$ cat src/rtl/spram_arb_pkg.sv
// Shared types for the SPRAM arbiter: FSM state encoding, owner IDs and
// the width of the DMA starvation counter.
package spram_arb_pkg;

  localparam int WAIT_W = 4;

  typedef enum logic [1:0] {
    IDLE    = 2'd0,
    ACK_CPU = 2'd1,
    ACK_DMA = 2'd2
  } state_t;

  typedef enum logic [1:0] {
    OWN_NONE = 2'd0,
    OWN_CPU  = 2'd1,
    OWN_DMA  = 2'd2
  } owner_t;

endpackage

$ cat src/rtl/spram_arbiter.sv
// Shares one single-port SPRAM between the CPU bus and a DMA master.
// Each access takes an issue cycle followed by an ACK cycle. An ACK cycle
// may issue the other requester, so alternating traffic runs at one access
// per cycle. The CPU wins contention unless the DMA has lost MAX_WAIT times
// in a row.
module spram_arbiter
  import spram_arb_pkg::*;
#(
  parameter int MAX_WAIT = 4,
  parameter int AW       = 16
) (
  input  logic          clk24,
  input  logic          reset,
  input  logic          cpu_valid,
  input  logic [AW-1:0] cpu_addr,
  input  logic [31:0]   cpu_wdata,
  input  logic [3:0]    cpu_wstrb,
  output logic [31:0]   cpu_rdata,
  output logic          cpu_ready,
  input  logic          dma_valid,
  input  logic [AW-1:0] dma_addr,
  input  logic [31:0]   dma_wdata,
  input  logic [3:0]    dma_wstrb,
  output logic [31:0]   dma_rdata,
  output logic          dma_ready,
  output logic          ram_sel,
  output logic [3:0]    ram_we,
  output logic [AW-1:0] ram_addr,
  output logic [31:0]   ram_wdat,
  input  logic [31:0]   ram_rdat,
  output logic          dma_starved
);

  localparam logic [WAIT_W-1:0] MAX_CNT = WAIT_W'(MAX_WAIT);

  state_t            state_q, state_d;
  logic [WAIT_W-1:0] wait_cnt_q, wait_cnt_d;
  owner_t            grant;

  // Grant: the requester that issued last cycle is masked; CPU wins ties
  // unless the starvation counter has reached its limit. Reset blocks issue.
  always_comb begin
    grant       = OWN_NONE;
    dma_starved = 1'b0;
    case (state_q)
      IDLE: begin
        if (cpu_valid && dma_valid) begin
          if (wait_cnt_q == MAX_CNT) begin
            grant       = OWN_DMA;
            dma_starved = 1'b1;
          end else begin
            grant = OWN_CPU;
          end
        end else if (cpu_valid) begin
          grant = OWN_CPU;
        end else if (dma_valid) begin
          grant = OWN_DMA;
        end
      end
      ACK_CPU: if (dma_valid) grant = OWN_DMA;
      ACK_DMA: if (cpu_valid) grant = OWN_CPU;
      default: grant = OWN_NONE;
    endcase
    if (reset) begin
      grant       = OWN_NONE;
      dma_starved = 1'b0;
    end
  end

  // Next state and starvation counter follow the grant made this cycle.
  always_comb begin
    state_d    = IDLE;
    wait_cnt_d = wait_cnt_q;
    case (grant)
      OWN_CPU: begin
        state_d = ACK_CPU;
        if (dma_valid && (wait_cnt_q < MAX_CNT)) wait_cnt_d = wait_cnt_q + 1'b1;
      end
      OWN_DMA: begin
        state_d    = ACK_DMA;
        wait_cnt_d = '0;
      end
      default: state_d = IDLE;
    endcase
  end

  // SPRAM side: the winner drives address, data and strobes; idle muxes
  // rest on the CPU port with write enables held low.
  always_comb begin
    ram_sel  = (grant != OWN_NONE);
    ram_addr = cpu_addr;
    ram_wdat = cpu_wdata;
    ram_we   = 4'b0000;
    if (grant == OWN_DMA) begin
      ram_addr = dma_addr;
      ram_wdat = dma_wdata;
      ram_we   = dma_wstrb;
    end else if (grant == OWN_CPU) begin
      ram_we = cpu_wstrb;
    end
  end

  // Ready pulses come straight from the registered state; an ACK that is
  // interrupted by reset is dropped.
  always_comb begin
    cpu_ready = !reset && (state_q == ACK_CPU);
    dma_ready = !reset && (state_q == ACK_DMA);
    cpu_rdata = ram_rdat;
    dma_rdata = ram_rdat;
  end

  // State and starvation counter registers, synchronous reset.
  always_ff @(posedge clk24) begin
    if (reset) begin
      state_q    <= IDLE;
      wait_cnt_q <= '0;
    end else begin
      state_q    <= state_d;
      wait_cnt_q <= wait_cnt_d;
    end
  end

endmodule

$ cat config.mk
export PLATFORM = sky130hd
export DESIGN_NAME = spram_arbiter
export DESIGN_NICKNAME = d
export VERILOG_FILES = /design/src/rtl/spram_arb_pkg.sv /design/src/rtl/spram_arbiter.sv
export SDC_FILE = /design/constraint.sdc
export NUM_CORES = 1
export LEC_CHECK = 0
export ABC_AREA = 0
export ABC_CLOCK_PERIOD_IN_PS = 4000
export CORE_AREA = 5 5 99 101
export CTS_CLUSTER_DIAMETER = 120
export CTS_CLUSTER_SIZE = 40
export DETAILED_ROUTE_END_ITERATION = 16
export DIE_AREA = 0 0 104 106
export PLACE_DENSITY = 0.7
export SYNTH_ARGS = -nofsm -noshare
export SYNTH_HDL_FRONTEND = slang
export SYNTH_SLANG_ARGS = --single-unit
export TNS_END_PERCENT = 5
$ cat constraint.sdc
create_clock -name clk24 -period 4 [get_ports clk24]
set_input_delay 0.8 -clock clk24 [delete_from_list [all_inputs] [get_ports clk24]]
set_output_delay 0.8 -clock clk24 [all_outputs]
set_load 0.02 [all_outputs]
# After elaboration in Yosys (flattened, before gate mapping)
# Cells that the tools add are included.
[word_totals]
ff_bits = 6
latchBits = 0
mem_bits_rw = 0
mem_bits_ro = 0
inputBits = 140
output_inout_bits = 120
wordCells = 37
mem_count = 0
[classes]
n_addsub = 1
mul = 0
n_div = 0
magnitude_cmp = 1
n_eq_ne = 6
shift = 0
n_mux = 18
bitwise = 0
reduce_logical = 9
[op_table]
columns = ["operator", "n"]
rows = [
  ["32-bit 2-to-1 mux", 1],
  ["16-bit 2-to-1 mux", 1],
  ["4-bit 2-to-1 mux", 3],
  ["2-bit 2-to-1 mux", 5],
  ["4-bit case mux with 2 select lines", 1],
  ["2-bit case mux with 3 select lines", 1],
  ["1-bit 2-to-1 mux", 5],
  ["4-bit by 1-bit adder with 4-bit output (second input constant)", 1],
  ["2-bit by 1-bit == test with 1-bit output (second input constant)", 2],
  ["2-bit == test (second input constant)", 2],
  ["4-bit by 3-bit == test with 1-bit output (second input constant)", 1],
  ["1-bit logical AND", 4],
  ["4-bit by 3-bit < comparator with 1-bit output (second input constant)", 1],
  ["2-bit case mux with 2 select lines", 1],
  ["2-bit nonzero test", 2],
  ["2-bit zero test", 1],
  ["2-bit inequality test (second input constant)", 1],
  ["2-bit AND reduction", 1],
  ["1-bit zero test", 1],
]

# Logic depth before layout (Yosys ltp)
# Gate-level depths: netlist (run 1).
[logic_depth]
ltp_word = 8
ltp_mapped = 7
ltp_nobuf = 5

# Worst setup path before layout (run 1)
# No wires, ideal clock.
[synth_path]
kind = "input to output"
from = "in reset"
to = "out dma_starved"
t_arrival_ns = 2.058
t_required_ns = 3.200
path_slack_ns = 1.142
cell_stages = 3
n_path_buf = 1
path_cell_list = "clkbuf_1 -> or3b_2 -> nor4_1"
[synth_between]
elab_chain_cells = 1
[synth_rtl]
columns = ["item", "line", "rtl"]
rows = [
  ["start: declaration", "spram_arbiter.sv:13", "input logic reset,"],
  ["1-bit 2-to-1 mux", "spram_arbiter.sv:64", "if (reset) begin"],
  ["end: declaration", "spram_arbiter.sv:31", "output logic dma_starved"],
]
# No other way between the ends.

# Worst setup path after layout (run 1)
[layout_path]
from = "in reset"
to = "out ram_wdat[24]"
[layout_between]
elab_chain_cells = 3
[layout_rtl]
columns = ["item", "line", "rtl"]
rows = [
  ["2-bit 2-to-1 mux", "spram_arbiter.sv:64", ""],
  ["2-bit == test", "spram_arbiter.sv:94", "if (grant == OWN_DMA) begin"],
  ["32-bit 2-to-1 mux", "spram_arbiter.sv:94", ""],
  ["end: declaration", "spram_arbiter.sv:29", "output logic [31:0] ram_wdat,"],
]
# No other way between the ends.

==> flow_summary.ini, run 1 <==
[global_routing]
grt_pass1_vias = 1591
grt_first_pass_wirelength_mm = 8.300
antenna_found_initial = 0
grt_max_degree = 40
grt_usage_pct = 9.416
overflow = 0

[power]
power_density_nw_per_um2 = 171.0
leakagePower_uw = 0.001035
ir_drop_mv = 0.06183

[setup_path]
worstPathArrival_ns = 2.89
endpoint = ram_wdat[24]
crit_path_top_delay_cell = clkdlybuf4s50_1
required_ns = 3.20
r2r-start = wait_cnt_q[0]
cp_num_buf_inv = 3
crit_type = in -> out
reg2reg_to = wait_cnt_q[1]
crit_cells = 6
cp-end-kind = output port
r2r_slack_ns = 2.25
cp_slowest_stage_delay_ns = 0.55
cp_common_cell = clkdlybuf4s50_1
cp_top_family = buffers and inverters
startpoint = reset
startpoint_type = input port
reg2reg_depth = 6
crit_chain = clkdlybuf4s50_1, nor2_1, o311a_2, buf_12, mux2_2, clkdlybuf4s50_1
cp_max_fo = 39

[synth]
synth_nets = 298
syn_avg_cell_area_um2 = 9.368
syn_area_um2 = 1461
ys_warn_count = 0
ys_types = 27
async_flop_share_pct = 0
syn-instance-count = 156
synth_edf_count = 0
ys_ff_latch = 6
synth_ff_type = dfxtp_1
yosysTopAreaCellShare_pct = 32.88
ys_top_cells_by_area = buf_4, mux2_2, mux2_4, dfxtp_1, a22o_1
ys_seq_area_share_pct = 8.219
synth_largest_area_cell = buf_4

[layout]
final_cell_mix = clkdlybuf4s50_1, mux2_2, mux2_4, dfxtp_1
drive_gt1_share_pct = 23.14
num_antenna_cells = 0
nets = 399
areaGrowthSynthToFinish_pct = 91.18
layout_commonest_cell = clkdlybuf4s50_1

[timing]
timing.hold.ws_ns = 0.4959
hold_viol_final = 0
finalMaxSlewViolations = 0
finalCritPeriodShare_pct = 92.35
fin_skew_ns = 0.002017
tns_ns = 0
rsz0062_at_grt = no
slew_headroom_pct = 73.25
fmax_mhz = 270.7
setup_violations = 0
final.min_clock_period_ns = 3.694
worstMarginPinSlew_ns = 0.4004

[clock_network]
cts.clk_slew.worst_paths_ns = 0.03
insertion_delay_ns = 0.22
cts.path.max_buffers = 2
postCtsResizedCells = 0
hold_buffers = 0
cts_tree = done
htree_levels = 1
ctsRootBufferMaster = clkbuf_8
cts_setup_buffers = 0
cts_inserted_buffers = 3
cts.sinks = 6

[die]
row_count = 35
core_area_um2 = 8934
die_height_um = 106
die_w_um = 104
die-area_um2 = 11020
start_util_pct = 16.36
io_pins = 260

[detailed_routing]
wirelength_mm = 5.912
drtIter0Drc = 16
wl_per_cell_um = 16.15
drc_errors = 0
viasPerCell = 3.885
first_pass_iters = 4
ant_nets = 0
vias = 1422

[place]
place_hpwl_mm = 5.315
gp_congestion = 0.7294
portBuffers = 163

[worst_hold_path]
hold_class = reg -> reg
holdPathStages = 1

[flow_run]
drv_cap = 0

[status]
outcome = finished, final reports clean
sequential cells by signal, summed over array words and instances (netlist names):
| name | flops |
|---|---|
| state_q | 2 |
| wait_cnt_q | 4 |
kinds of logic after synthesis:
kind of cell	share of synthesized area, %
buf+inv	37.24
mux	39.55
simple gates	7.535
fa+ha+maj	1.712
compound gates	5.737
flops	8.220
cell usage after synthesis (2+ instances only):
library cell / n
buf_4: 64
mux2_2: 38
mux2_4: 10
dfxtp_1: 6
a22o_1: 4
nor3b_1: 4
buf_2: 3
buf_6: 3
inv_1: 3
ha_1: 2
nand2b_1: 2
nor3_1: 2
per-layer routing:
metal | track usage, % | wire length, um
met4 | 3.053 | 61
met2 | 17.58 | 3122
met5 | 0 | 0
met3 | 4.493 | 766
met1 | 9.064 | 1961
how the worst min path moves through the flow:
| stage | endpoint | slack, ns | from |
|---|---|---|---|
| after floorplan | wait_cnt_q[0] | 0.47 | wait_cnt_q[0] |
| after global placement | wait_cnt_q[0] | 0.48 | wait_cnt_q[0] |
| after detailed placement | wait_cnt_q[3] | 0.49 | wait_cnt_q[3] |
| after CTS | wait_cnt_q[3] | 0.50 | wait_cnt_q[3] |
| after global routing | wait_cnt_q[3] | 0.51 | wait_cnt_q[3] |
| final | wait_cnt_q[3] | 0.50 | wait_cnt_q[3] |
worst register-to-register path: cells and delay by family (launching register included):
family          cells  cell delay, ns
fa+ha+maj           1            0.22
buf+inv             2            0.26
compound gates      2            0.67
flops               1            0.35
simple gates        1            0.17
area by class of cell:
cell class                 instances  area, um^2
clock buffer                       3       41.29
fill                             938        6140
inverter                           3       11.26
multi-input combinational         76       798.3
sequential                         6       120.1
tap                              111       138.9
timing repair buffer             167        1684
metrics by stage:
stage	worst slack (ns)	power, uW	cells	util, %	instance area [um^2]
after floorplan	1.142	286.2	156	-	1461
after global placement	0.3077	393.5	363	30.81	2753
after detailed placement	0.2778	395.6	363	30.81	2753
after CTS	0.2680	489.0	366	31.27	2794
after global routing	0.2079	501.4	366	31.27	2794
final	0.3062	477.9	366	31.27	2794
report_power, final:
group | internal [uW] | switching [uW]
logic | 207 | 119
clock network | 64.4 | 23.3
registers | 62.3 | 1.83
total | 334 | 144
No activity file was read; power rests on OpenSTA's default activity.
==> run 2: changes to the inputs <==
==> config.mk (replaced) <==
export PLATFORM = sky130hd
export DESIGN_NAME = spram_arbiter
export DESIGN_NICKNAME = d
export VERILOG_FILES = /design/src/rtl/spram_arb_pkg.sv /design/src/rtl/spram_arbiter.sv
export SDC_FILE = /design/constraint.sdc
export NUM_CORES = 1
export LEC_CHECK = 0
export ABC_AREA = 1
export ABC_CLOCK_PERIOD_IN_PS = 4000
export CORE_AREA = 5 5 97 99
export CTS_CLUSTER_DIAMETER = 120
export CTS_CLUSTER_SIZE = 14
export DETAILED_ROUTE_END_ITERATION = 16
export DIE_AREA = 0 0 102 104
export PLACE_DENSITY = 0.72
export SYNTH_ARGS = -nofsm -noshare
export SYNTH_HDL_FRONTEND = slang
export SYNTH_SLANG_ARGS = --single-unit
==> run 2 against run 1 <==
Effect of this change: largest power group unchanged; register-to-register slack gained 0.25 ns; via count up 34%; clock skew shrank 0.00088 ns; critical endpoint is now ram_addr[14]; design area down 2.0%; global-route usage is 0.99 points higher.
==> flow_summary.ini, run 2 <==
[status]
outcome = finished, final reports clean

[global_routing]
grt_max_degree = 54
grt_use_met2_pct = 20.06
grt_usage_pct = 10.41
antenna_found_initial = 0
use_met1_pct = 9.434
grt-busiest-layer = met2
grt_first_pass_wirelength_mm = 9.025
grt_pass1_vias = 1939
grt_util_met3_pct = 3.286
overflow = 0

[synth]
synth_edf_count = 0
synth_nets = 421
yosysTopAreaCellShare_pct = 42.21
syn-instance-count = 279
synth_largest_area_cell = nand2_1
synth_common_cells = nand2_1, buf_4, inv_1, dfxtp_1
async_flop_share_pct = 0
ys_warn_count = 0
synth_ff_type = dfxtp_1
synth.most_common_cell = nand2_1
ys_top_cells_by_area = nand2_1, buf_4, dfxtp_1, buf_6, inv_1
syn_area_um2 = 1485
syn_avg_cell_area_um2 = 5.323
ys_ff_latch = 6
ys_types = 15
ys_seq_area_share_pct = 8.088

[setup_path]
cp_top_family = buffers and inverters
crit_chain = clkdlybuf4s50_1, inv_1, nor3_4, nand2_2, inv_4, nand2_1, nand2_1, clkdlybuf4s50_1
crit_path_top_delay_cell = clkdlybuf4s50_1
r2r_slack_ns = 2.50
reg2reg_depth = 8
reg2reg_to = wait_cnt_q[0]
cp_slowest_stage_delay_ns = 0.60
endpoint = ram_addr[14]
worstPathArrival_ns = 2.81
startpoint_type = input port
r2r-start = wait_cnt_q[0]
startpoint = dma_valid
crit_type = in -> out
cp_num_buf_inv = 4
cp_max_fo = 53
required_ns = 3.20
crit_cells = 8
cp-end-kind = output port

[layout]
reg_top3 = wait_cnt_q: 4 flops, state_q: 2 flops
num_antenna_cells = 0
final_cell_mix = nand2_1, clkdlybuf4s50_1, inv_1, buf_4, dfxtp_1
nets = 517
drive_gt1_share_pct = 3.217
top_register = wait_cnt_q
largest_register_ffs = 4
layout_commonest_cell = nand2_1
areaGrowthSynthToFinish_pct = 84.41

[clock_network]
postCtsResizedCells = 0
cts.sinks = 6
cts.clk_slew.worst_paths_ns = 0.03
cts_setup_buffers = 0
cts_tree = done
ctsRootBufferMaster = clkbuf_8
insertion_delay_ns = 0.22
hold_buffers = 0
cts.path.max_buffers = 2
cts_inserted_buffers = 3
htree_levels = 1

[die]
start_util_pct = 17.54
die-area_um2 = 10610
die_height_um = 104
die_w_um = 102
io_pins = 260
row_count = 34
core_area_um2 = 8466

[place]
portBuffers = 163
place_hpwl_mm = 5.429
gp_congestion = 0.7174

[timing]
worstMarginPinSlew_ns = 0.5025
rsz0062_at_grt = no
fmax_mhz = 277.3
timing.hold.ws_ns = 0.4657
tns_ns = 0
finalCritPeriodShare_pct = 90.15
final.min_clock_period_ns = 3.606
hold_viol_final = 0
fin_skew_ns = 0.001140
slew_headroom_pct = 66.50
setup_violations = 0
finalMaxSlewViolations = 0

[detailed_routing]
wl_per_cell_um = 12.92
ant_nets = 0
viasPerCell = 3.969
first_pass_iters = 4
drc_errors = 0
drtIter0Drc = 46
wirelength_mm = 6.214
vias = 1909

[power]
leakagePower_uw = 0.001284
ir_drop_mv = 0.08442
power_density_nw_per_um2 = 181.6

[flow_run]
drv_cap = 0

[worst_hold_path]
hold_class = reg -> reg
hp-start = wait_cnt_q[0]
==> run 2: cell count changes after synthesis, moves of 2 or more <==
| cell | delta |
|---|---|
| nand2b_1 | -2 |
| a21oi_1 | +3 |
| nor2_1 | +3 |
| nor3b_1 | -4 |
| mux2_4 | -10 |
| nand3_1 | +4 |
| buf_6 | +2 |
| mux2_2 | -38 |
| buf_2 | +2 |
| a22o_1 | -4 |
| nor3_1 | +2 |
| inv_1 | +6 |
| nand2_1 | +166 |
==> run 2: kinds of logic after synthesis <==
group / Yosys count / share of synthesized area [%]
AND/OR/NAND/NOR: 183 / 48.19
buffers and inverters: 85 / 41.03
flip-flops: 6 / 8.088
AO/OA/AOI/OAI: 3 / 1.011
adder cells (fa/ha/maj): 2 / 1.685
==> run 2: metrics by stage <==
stage                     utilization, %  instances  worst slack, ns  total power [uW]  area, um^2
final                              32.35        481           0.3940             497.5        2739
after global routing               32.35        481           0.2259             529.1        2739
after CTS                          32.35        481           0.3744             506.4        2739
after detailed placement           31.87        478           0.3780             414.6        2698
after global placement             31.87        478           0.4101             411.8        2698
after floorplan                        -        279            1.544             295.3        1485
==> run 2: final cells by class <==
type | instances | area, um^2
fillers | 902 | 5727
repair buffers | 166 | 1647
multi-input cells | 188 | 755.7
well taps | 108 | 135.1
flip-flops and latches | 6 | 120.1
clock buffers | 3 | 41.29
inverters | 10 | 40.04
==> run 2: worst min-delay path by stage <==
stage	endpoint	slack, ns	depth (start not counted)
2_1_floorplan	wait_cnt_q[0]	0.43	1
3_3_place_gp	wait_cnt_q[0]	0.44	1
3_5_place_dp	wait_cnt_q[0]	0.46	1
4_1_cts	wait_cnt_q[0]	0.46	1
5_1_grt	wait_cnt_q[0]	0.47	1
6_report	wait_cnt_q[0]	0.47	1
==> run 2: where the power goes <==
group	leakage (uW)	total [uW]	internal, uW	switching [uW]
Combinational	0.00121	346	194	152
Sequential	0.0000489	63.6	62.1	1.48
Clock	0.0000216	87.9	64.4	23.5
==> run 2: layer usage <==
metal / vias to the layer above / share of wire, %
met5: - / 0
met4: 0 / 3.8
met3: 40 / 13
met2: 127 / 51
met1: 784 / 32
li1: 958 / -
==> run 3: changes to the inputs <==
--- a/config.mk
+++ b/config.mk
@@ -6,13 +6,13 @@
 export NUM_CORES = 1
 export LEC_CHECK = 0
 export ABC_AREA = 1
-export ABC_CLOCK_PERIOD_IN_PS = 4000
-export CORE_AREA = 5 5 97 99
+export ABC_CLOCK_PERIOD_IN_PS = 3770
+export CORE_AREA = 5 5 98 100
 export CTS_CLUSTER_DIAMETER = 120
 export CTS_CLUSTER_SIZE = 14
 export DETAILED_ROUTE_END_ITERATION = 16
-export DIE_AREA = 0 0 102 104
-export PLACE_DENSITY = 0.72
+export DIE_AREA = 0 0 103 105
+export PLACE_DENSITY = 0.71
 export SYNTH_ARGS = -nofsm -noshare
 export SYNTH_HDL_FRONTEND = slang
 export SYNTH_SLANG_ARGS = --single-unit
==> constraint.sdc (replaced) <==
create_clock -name clk24 -period 3.77 [get_ports clk24]
set_input_delay 0.754 -clock clk24 [delete_from_list [all_inputs] [get_ports clk24]]
set_output_delay 0.754 -clock clk24 [all_outputs]
set_load 0.02 [all_outputs]
==> run 3 against run 2 <==
Effect of this change: non-clock buffer count grew 1; via count rose by 0.16%; critical path depth unchanged; total power grew 8.2%; clock power increased by 10%; hold slack gained 0.012 ns; combinational power increased by 8.1%; die area is 2.0% higher; sequential power up 6.1%; design area up 1.0%; clock skew about the same; critical path type unchanged; largest cell class unchanged; highest routed layer unchanged.
==> flow_summary.ini, run 3 (synthesis gave the netlist of run 2 again) <==
[flow_run]
drv_cap = 0

[setup_path]
startpoint = reset
required_ns = 3.02
r2r-start = wait_cnt_q[0]
reg2reg_depth = 8
startpoint_type = input port
crit_type = in -> out
crit_path_top_delay_cell = clkdlybuf4s50_1
crit_cells = 8
cp_max_fo = 37
cp_num_buf_inv = 4
cp_slowest_stage_delay_ns = 0.61
cp-end-kind = output port
crit_chain = clkdlybuf4s50_1, nor3_4, nand2_2, inv_4, buf_12, nand2_1, nand2_1, clkdlybuf4s50_1
worstPathArrival_ns = 2.74
cp_top_family = buffers and inverters

[timing]
hold_viol_final = 0
tns_ns = 0
rsz0062_at_grt = no
finalMaxSlewViolations = 0
setup_violations = 0
fin_skew_ns = 0.0008069
final.min_clock_period_ns = 3.491
worstMarginPinSlew_ns = 0.3347
timing.hold.ws_ns = 0.4776
finalCritPeriodShare_pct = 92.59
fmax_mhz = 286.5
slew_headroom_pct = 77.62

[layout]
reg_top3 = wait_cnt_q: 4 flops, state_q: 2 flops
largest_register_ffs = 4
final_cell_mix = nand2_1, clkdlybuf4s50_1, inv_1, buf_4, dfxtp_1
drive_gt1_share_pct = 4.011
top_register = wait_cnt_q
layout_commonest_cell = nand2_1
num_antenna_cells = 0
final_area_um2 = 2766
areaGrowthSynthToFinish_pct = 86.27
nets = 518

[power]
internal_power_uw = 343.5
power_density_nw_per_um2 = 194.6
ir_drop_mv = 0.08988
p_sw_uw = 194.9
sequentialPowerShare_pct = 12.5
leakagePower_uw = 0.001299
netSwitchingFraction_pct = 36.20
share_comb_of_total_power_pct = 69.5
pwr-share-clk_pct = 18.0

[global_routing]
grt_usage_pct = 10.79
overflow = 0
grt-busiest-layer = met2
grt_pass1_vias = 1982
use_met1_pct = 10.38
antenna_found_initial = 0
grt_first_pass_wirelength_mm = 9.363
grt_util_met3_pct = 4.397
grt_max_degree = 41
grt_use_met2_pct = 20.62

[place]
gp_congestion = 0.7230
post_dp_cell_area_um2 = 2725
place_hpwl_mm = 5.531
portBuffers = 163

[clock_network]
cts.sinks = 6
postCtsResizedCells = 0
cts_tree = done
ctsRootBufferMaster = clkbuf_8
insertion_delay_ns = 0.22
hold_buffers = 0
cts.clk_slew.worst_paths_ns = 0.04
cts_inserted_buffers = 3
cts_setup_buffers = 0
htree_levels = 1
cts.path.max_buffers = 2

[detailed_routing]
wirelength_mm = 6.418
drtIter0Drc = 71
viasPerCell = 3.967
drc_errors = 0
wl_per_cell_um = 13.32
first_pass_iters = 4
ant_nets = 0
vias = 1912

[die]
start_util_pct = 17.28
die_w_um = 103
core_area_um2 = 8593
die-area_um2 = 10820
die_height_um = 105
io_pins = 260
row_count = 34

[worst_hold_path]
holdPathStages = 1
hold_class = reg -> reg
hp-start = wait_cnt_q[0]

[status]
outcome = finished, final reports clean
## run 3: changes by cell type in the layout (fill, tap and decap cells not counted), sizes merged
cell / previous run / this run
buf: 6 / 9
clkdlybuf4s50: 160 / 158
## run 3: power groups by stage
stage	clock [uW]	combinational, uW	sequential (uW)
6_report	96.9	374	67.5
4_1_cts	98.1	380	67.5
3_3_place_gp	0	376	68.4
2_1_floorplan	0	245	68.1
3_5_place_dp	0	377	68.4
5_1_grt	103	401	67.7
## run 3: routing by layer
layer | routed length, um | vias to the layer above
li1 | - | 958
met1 | 2210 | 803
met2 | 3096 | 126
met3 | 963 | 25
met4 | 147 | 0
met5 | 0 | -
## run 3: final cells by class
type | count | area, um^2
fillers | 932 | 5827
repair buffers | 167 | 1674
multi-input cells | 188 | 755.7
well taps | 108 | 135.1
flip-flops and latches | 6 | 120.1
clock buffers | 3 | 41.29
inverters | 10 | 40.04
## run 3: stage by stage
stage | power [uW] | worst slack [ns] | utilization (%) | cells
floorplan | 313.3 | 1.406 | - | 279
global placement | 444.1 | 0.3203 | 31.71 | 479
detailed placement | 445.8 | 0.2720 | 31.71 | 479
CTS | 545.4 | 0.2664 | 32.19 | 482
global route | 571.9 | 0.1444 | 32.19 | 482
finish | 538.5 | 0.2794 | 32.19 | 482
## run 3: final timing paths
kind | end | slack (ns)
setup / recovery | ram_wdat[19] | 0.28
hold reg to reg | wait_cnt_q[0] | 0.48
hold / removal | wait_cnt_q[0] | 0.48
setup reg to reg | wait_cnt_q[0] | 2.29
